[src/rtl/riscv_pkg.sv]
`default_nettype none
// ============================================================================
//  Module   : riscv_pkg
//  Brief    : Shared architectural constants for the integer register file.
//  Revision : 1.0  initial release
// ============================================================================
package riscv_pkg;

  // Architectural data width and register-address width.
  localparam int c_xlen   = 32;
  localparam int c_reg_aw = 5;
  localparam int c_nreg   = 1 << c_reg_aw;

endpackage : riscv_pkg
`default_nettype wire

[src/rtl/regfile_scoreboard.sv]
`default_nettype none
// ============================================================================
//  Module   : regfile_scoreboard
//  Brief    : Per-register pending bits with registered busy flags for the
//             two read ports. An issue sets a bit and a write clears it. When
//             both hit the same register in one cycle, the set wins.
//  Revision : 1.0  initial release
// ============================================================================
module regfile_scoreboard #(
  parameter int NREG = 32,
  parameter int AW   = $clog2(NREG)
) (
  input  logic          clk,
  input  logic          reset,
  input  logic          wr_qual,
  input  logic [AW-1:0] addr_write,
  input  logic          issue_en,
  input  logic [AW-1:0] issue_addr,
  input  logic          rd_en,
  input  logic [AW-1:0] addr_a,
  input  logic [AW-1:0] addr_b,
  output logic          busy_a,
  output logic          busy_b
);

  logic [NREG-1:0] r_pending;
  logic [NREG-1:0] w_set;
  logic [NREG-1:0] w_clr;
  logic            w_hit_a;
  logic            w_hit_b;
  logic            r_busy_a;
  logic            r_busy_b;

  // One-hot set/clear masks. Register 0 is excluded, so its bit can never become pending.
  always_comb begin
    w_set = '0;
    w_clr = '0;
    if (issue_en && (issue_addr != '0)) w_set[issue_addr] = 1'b1;
    if (wr_qual) w_clr[addr_write] = 1'b1;
  end

  assign w_hit_a = wr_qual && (addr_write == addr_a);
  assign w_hit_b = wr_qual && (addr_write == addr_b);

  // Pending vector update. The set is OR-ed in after the clear, so it takes priority.
  always_ff @(posedge clk) begin
    if (!reset) r_pending <= '0;
    else        r_pending <= (r_pending & ~w_clr) | w_set;
  end

  // Busy flags. A same-cycle write resolves the hazard; a same-cycle issue shows up one cycle later.
  always_ff @(posedge clk) begin
    if (!reset) begin
      r_busy_a <= 1'b0;
      r_busy_b <= 1'b0;
    end else if (rd_en) begin
      r_busy_a <= r_pending[addr_a] && !w_hit_a;
      r_busy_b <= r_pending[addr_b] && !w_hit_b;
    end
  end

  assign busy_a = r_busy_a;
  assign busy_b = r_busy_b;

endmodule : regfile_scoreboard
`default_nettype wire

[src/rtl/regfile_sb.sv]
`default_nettype none
// ============================================================================
//  Module   : regfile_sb
//  Brief    : Two-read / one-write register file. Reads are registered, with
//             write-to-read bypass. Register 0 is hard-wired to zero, and a
//             scoreboard tracks which registers are pending.
//  Revision : 1.0  initial release
// ============================================================================
module regfile_sb
  import riscv_pkg::*;
#(
  parameter int XLEN = c_xlen,
  parameter int NREG = c_nreg,
  parameter int AW   = $clog2(NREG)
) (
  input  logic            clk,
  input  logic            reset,
  input  logic            reg_write,
  input  logic [AW-1:0]   addr_write,
  input  logic [XLEN-1:0] data_write,
  input  logic            rd_en,
  input  logic [AW-1:0]   addr_a,
  input  logic [AW-1:0]   addr_b,
  output logic [XLEN-1:0] data_a,
  output logic [XLEN-1:0] data_b,
  output logic            busy_a,
  output logic            busy_b,
  input  logic            issue_en,
  input  logic [AW-1:0]   issue_addr
);

  // Register 0 has no storage; reads of address 0 are forced to zero below.
  logic [XLEN-1:0] r_regs [1:NREG-1];
  logic [XLEN-1:0] r_data_a;
  logic [XLEN-1:0] r_data_b;
  logic [XLEN-1:0] w_rd_a;
  logic [XLEN-1:0] w_rd_b;
  logic            w_wr_qual;

  assign w_wr_qual = reg_write && (addr_write != '0);

  // Read-port lookup, with a same-cycle write to the same register bypassed through.
  always_comb begin
    w_rd_a = '0;
    w_rd_b = '0;
    if (addr_a != '0) w_rd_a = (w_wr_qual && (addr_write == addr_a)) ? data_write : r_regs[addr_a];
    if (addr_b != '0) w_rd_b = (w_wr_qual && (addr_write == addr_b)) ? data_write : r_regs[addr_b];
  end

  // Register storage; reset clears every implemented register.
  always_ff @(posedge clk) begin
    if (!reset) begin
      for (int i = 1; i < NREG; i++) r_regs[i] <= '0;
    end else if (w_wr_qual) begin
      r_regs[addr_write] <= data_write;
    end
  end

  // Registered read data; holds while rd_en is low (stall).
  always_ff @(posedge clk) begin
    if (!reset) begin
      r_data_a <= '0;
      r_data_b <= '0;
    end else if (rd_en) begin
      r_data_a <= w_rd_a;
      r_data_b <= w_rd_b;
    end
  end

  assign data_a = r_data_a;
  assign data_b = r_data_b;

  regfile_scoreboard #(
    .NREG (NREG),
    .AW   (AW)
  ) u_scoreboard (
    .clk        (clk),
    .reset      (reset),
    .wr_qual    (w_wr_qual),
    .addr_write (addr_write),
    .issue_en   (issue_en),
    .issue_addr (issue_addr),
    .rd_en      (rd_en),
    .addr_a     (addr_a),
    .addr_b     (addr_b),
    .busy_a     (busy_a),
    .busy_b     (busy_b)
  );

endmodule : regfile_sb
`default_nettype wire

[config.mk]
export PLATFORM = sky130hd
export DESIGN_NAME = regfile_sb
export DESIGN_NICKNAME = d
export VERILOG_FILES = /design/src/rtl/riscv_pkg.sv /design/src/rtl/regfile_scoreboard.sv /design/src/rtl/regfile_sb.sv
export SDC_FILE = /design/constraint.sdc
export NUM_CORES = 2
export LEC_CHECK = 0
export ABC_AREA = 1
export CORE_MARGIN = 4
export CORE_UTILIZATION = 45
export DETAILED_ROUTE_END_ITERATION = 8
export SETUP_SLACK_MARGIN = 0.02
export SYNTH_ARGS = -nofsm -noshare
export SYNTH_HDL_FRONTEND = slang
export SYNTH_SLANG_ARGS = --single-unit
[constraint.sdc]
create_clock -name clk -period 4 [get_ports clk]
set_input_delay 0.6 -clock clk [delete_from_list [all_inputs] [get_ports clk]]
set_output_delay 0.6 -clock clk [all_outputs]
set_load 0.01 [all_outputs]
==> out/metrics.yaml <==
route.detailed.wl_per_inst_um: 24.68
cts_setup_buffers: 0
syn_inst: 8718
grt_start_max_net_pins: 161
top_layer: "met5"
final_cell_area_um2: 71470
totalWireLength_um: 260000
hold_end: "u_scoreboard.r_pending[0]"
setup_tns_ns: 0
skew_ns: 0.02727
cts-hold-fix-buffers: 0
report.final.slew_viol_count: 0
cpMaxStageDelayCell: "clkdlybuf4s50_1"
worstMarginPinSlew_ns: 1.133
core_um2: 139900
ys_types: 29
clock_latency_ns: 0.78
cts_tree: "yes"
start_util_pct: 45.47
wl_met2_um: 112000
cp-start-kind: "input pin"
rsz0062_at_grt: "no"
first_global_vias: 55820
cp_num_buf_inv: 3
dp_hpwl_um: 151000
ys_seq_area_share_pct: 51.43
hold_violations: 0
hold_path.class: "reg2reg"
min-delay-start: "u_scoreboard.r_pending[0]"
finalNetCount: 8607
ant_nets: 0
timing.rr.end: "data_a[25]"
synth_edf_count: 1024
instances_no_fill: 10540
clkTransAtPathRegs_ns: 0.06
numCtsBuffers: 134
wl_met1_um: 98690
critPathArrivalTime_ns: 3.41
relSlewSlack_pct: 24.47
synthFlopType: "edfxtp_1"
critPathRequiredTime_ns: 4.45
reg2reg_setup_slack_ns: 1.88
ys_warn_count: 0
r2r-start: "r_regs[25][25]"
antenna_found_initial: 7
dr_wl_met3_um: 29910
ys_async_sr_fraction_pct: 0
die_w_um: 384.0
layout-drive-gt1-share_pct: 5.523
htreeDepth: 4
ys_ff_latch: 1122
path_class: "in2reg"
cts_buffer_depth: 3
cp_slowest_stage_delay_ns: 0.71
fin_crit_ns: 2.959
min_path_cells: 2
drc: 0
post_dp_cell_area_um2: 67020
globalplace.congestion: 0.9069
crit_family: "simple AND/OR/NAND/NOR gates"
fmax_mhz: 337.9
track_usage_pct: 34.46
cap_violations: 0
cts.sinks: 1122
crit_path_end_kind: "flop"
utilization_pct: 51.09
cts_resized: 0
num_vias: 60230
routed_via_density: 5.717
p_leak_nw: 32.09
drtPass1Iterations: 7
placed_cells: 10290
floorplan.die_area_um2: 147400
design.portCount: 123
areaGrowthSynthToFinish_pct: 12.36
synth.avg_cell_area_um2: 7.296
reg2reg_depth: 10
rows: 137
crit_chain: "clkdlybuf4s50_1 > inv_1 > nand2_1 > o21ai_2 > nor2_2 > nand4_1 > nand2_2 > buf_12"
die_h_um: 384.0
setup_viol: 0
cp_max_fo: 33
overflow: 0
synth.cell_area_um2: 63600
fin_crit_sh_pct: 73.98
power.density_nw_per_um2: 428.7
cts_root_buf: "clkbuf_16"
io_buffers: 122
status: "finished clean"
ir_drop_mv: 0.3754
grt_pass1_wl_um: 373900
drt-initial-drc-count: 8422
==> per-layer routing <==
metal,up-vias,GRT usage (%)
met5,-,0
met4,2,22.86
met3,871,6.163
met2,4066,51.68
met1,28210,45.76
li1,27080,-
==> through the flow <==
| step | power (mW) | setup slack (ns) | hold slack [ns] |
|---|---|---|---|
| 2_1_floorplan | 16.34 | -0.03189 | 0.4204 |
| 3_3_place_gp | 18.10 | 0.3037 | 0.4399 |
| 3_5_place_dp | 18.16 | 0.2952 | 0.4433 |
| 4_1_cts | 30.57 | 1.126 | 0.4525 |
| 5_1_grt | 31.51 | 0.9835 | 0.4808 |
| 6_report | 30.64 | 1.041 | 0.4533 |
==> state kept, by name, summed over array words and instances, names as in the netlist <==
name and flops:
u_scoreboard.busy_a 1, r_regs 1024, data_b 32, data_a 32, u_scoreboard.busy_b 1, u_scoreboard.r_pending 32
==> cells in the final DEF, fill, tap and decap left out, drive strengths merged <==
master and instances:
a21oi 69, and2 2, buf 205, bufinv 12, clkbuf 182, clkdlybuf4s50 111
clkinv 47, clkinvlp 2, conb 32, dfxtp 98, diode 4, edfxtp 1024
inv 796, nand2 2915, nand3 1219, nand4 14, nor2 1787, nor3 4
nor4 2, o211ai 19, o21ai 37, o21bai 46, o22ai 23, o31ai 1
or2 1, xnor2 7
==> cell type report <==
| class | instances | area (um2) |
|---|---|---|
| Multi-Input combinational cell | 6178 | 25470 |
| Sequential cell | 1122 | 32710 |
| Clock inverter | 59 | 646.9 |
| Antenna cell | 4 | 10.01 |
| Fill cell | 13420 | 68410 |
| Clock buffer | 182 | 3794 |
| Inverter | 798 | 3022 |
| Tap cell | 1876 | 2347 |
| Timing Repair Buffer | 316 | 3463 |
==> worst register-to-register path: cells and delay by family (launching register included) <==
family          cells  cell delay [ns]
compound gates      1             0.06
simple gates        9             1.54
flops               1             0.39
==> cell usage after synthesis (all sizes together) (19+ instances only) <==
| library cell | instances | area [um2] |
|---|---|---|
| dfxtp | 98 | 1962 |
| clkbuf | 367 | 1379 |
| a21oi | 69 | 345.3 |
| nand3 | 1219 | 6131 |
| edfxtp | 1024 | 30750 |
| o21ai | 37 | 188.9 |
| o211ai | 19 | 142.6 |
| o22ai | 23 | 143.9 |
| nor2 | 1787 | 6718 |
| o21bai | 46 | 345.3 |
| buf | 284 | 1351 |
| nand2 | 2915 | 10940 |
| inv | 795 | 2984 |
==> how the worst max path moves through the flow <==
| stage | cells after the start | to | slack [ns] | startpoint |
|---|---|---|---|---|
| 4_1_cts | 8 | r_regs[29][28] | 1.13 | addr_write[0] |
| 3_3_place_gp | 8 | r_regs[3][22] | 0.30 | addr_write[0] |
| 6_report | 8 | r_regs[3][18] | 1.04 | addr_write[0] |
| 3_5_place_dp | 8 | r_regs[3][8] | 0.30 | addr_write[0] |
| 2_1_floorplan | 6 | r_regs[10][0] | -0.03 | addr_write[4] |
| 5_1_grt | 8 | r_regs[29][0] | 0.98 | addr_write[0] |
==> where the power goes <==
part | switching [mW] | internal (mW)
logic | 3.21 | 1.15
registers | 0.270 | 13.4
clock network | 5.15 | 7.43
==> cells by family (layout without fill, tap and decap cells) <==
family          Yosys count  after routing  share of synthesized area (%)
simple gates           5944           5944                          37.62
flops                  1122           1122                          51.43
xor+xnor                  7              7                        0.09639
other cells               1             36                       0.005896
buf+inv                1449           1355                          9.002
compound gates          195            195                          1.845
Note: power is estimated with default switching activity, not from simulation.
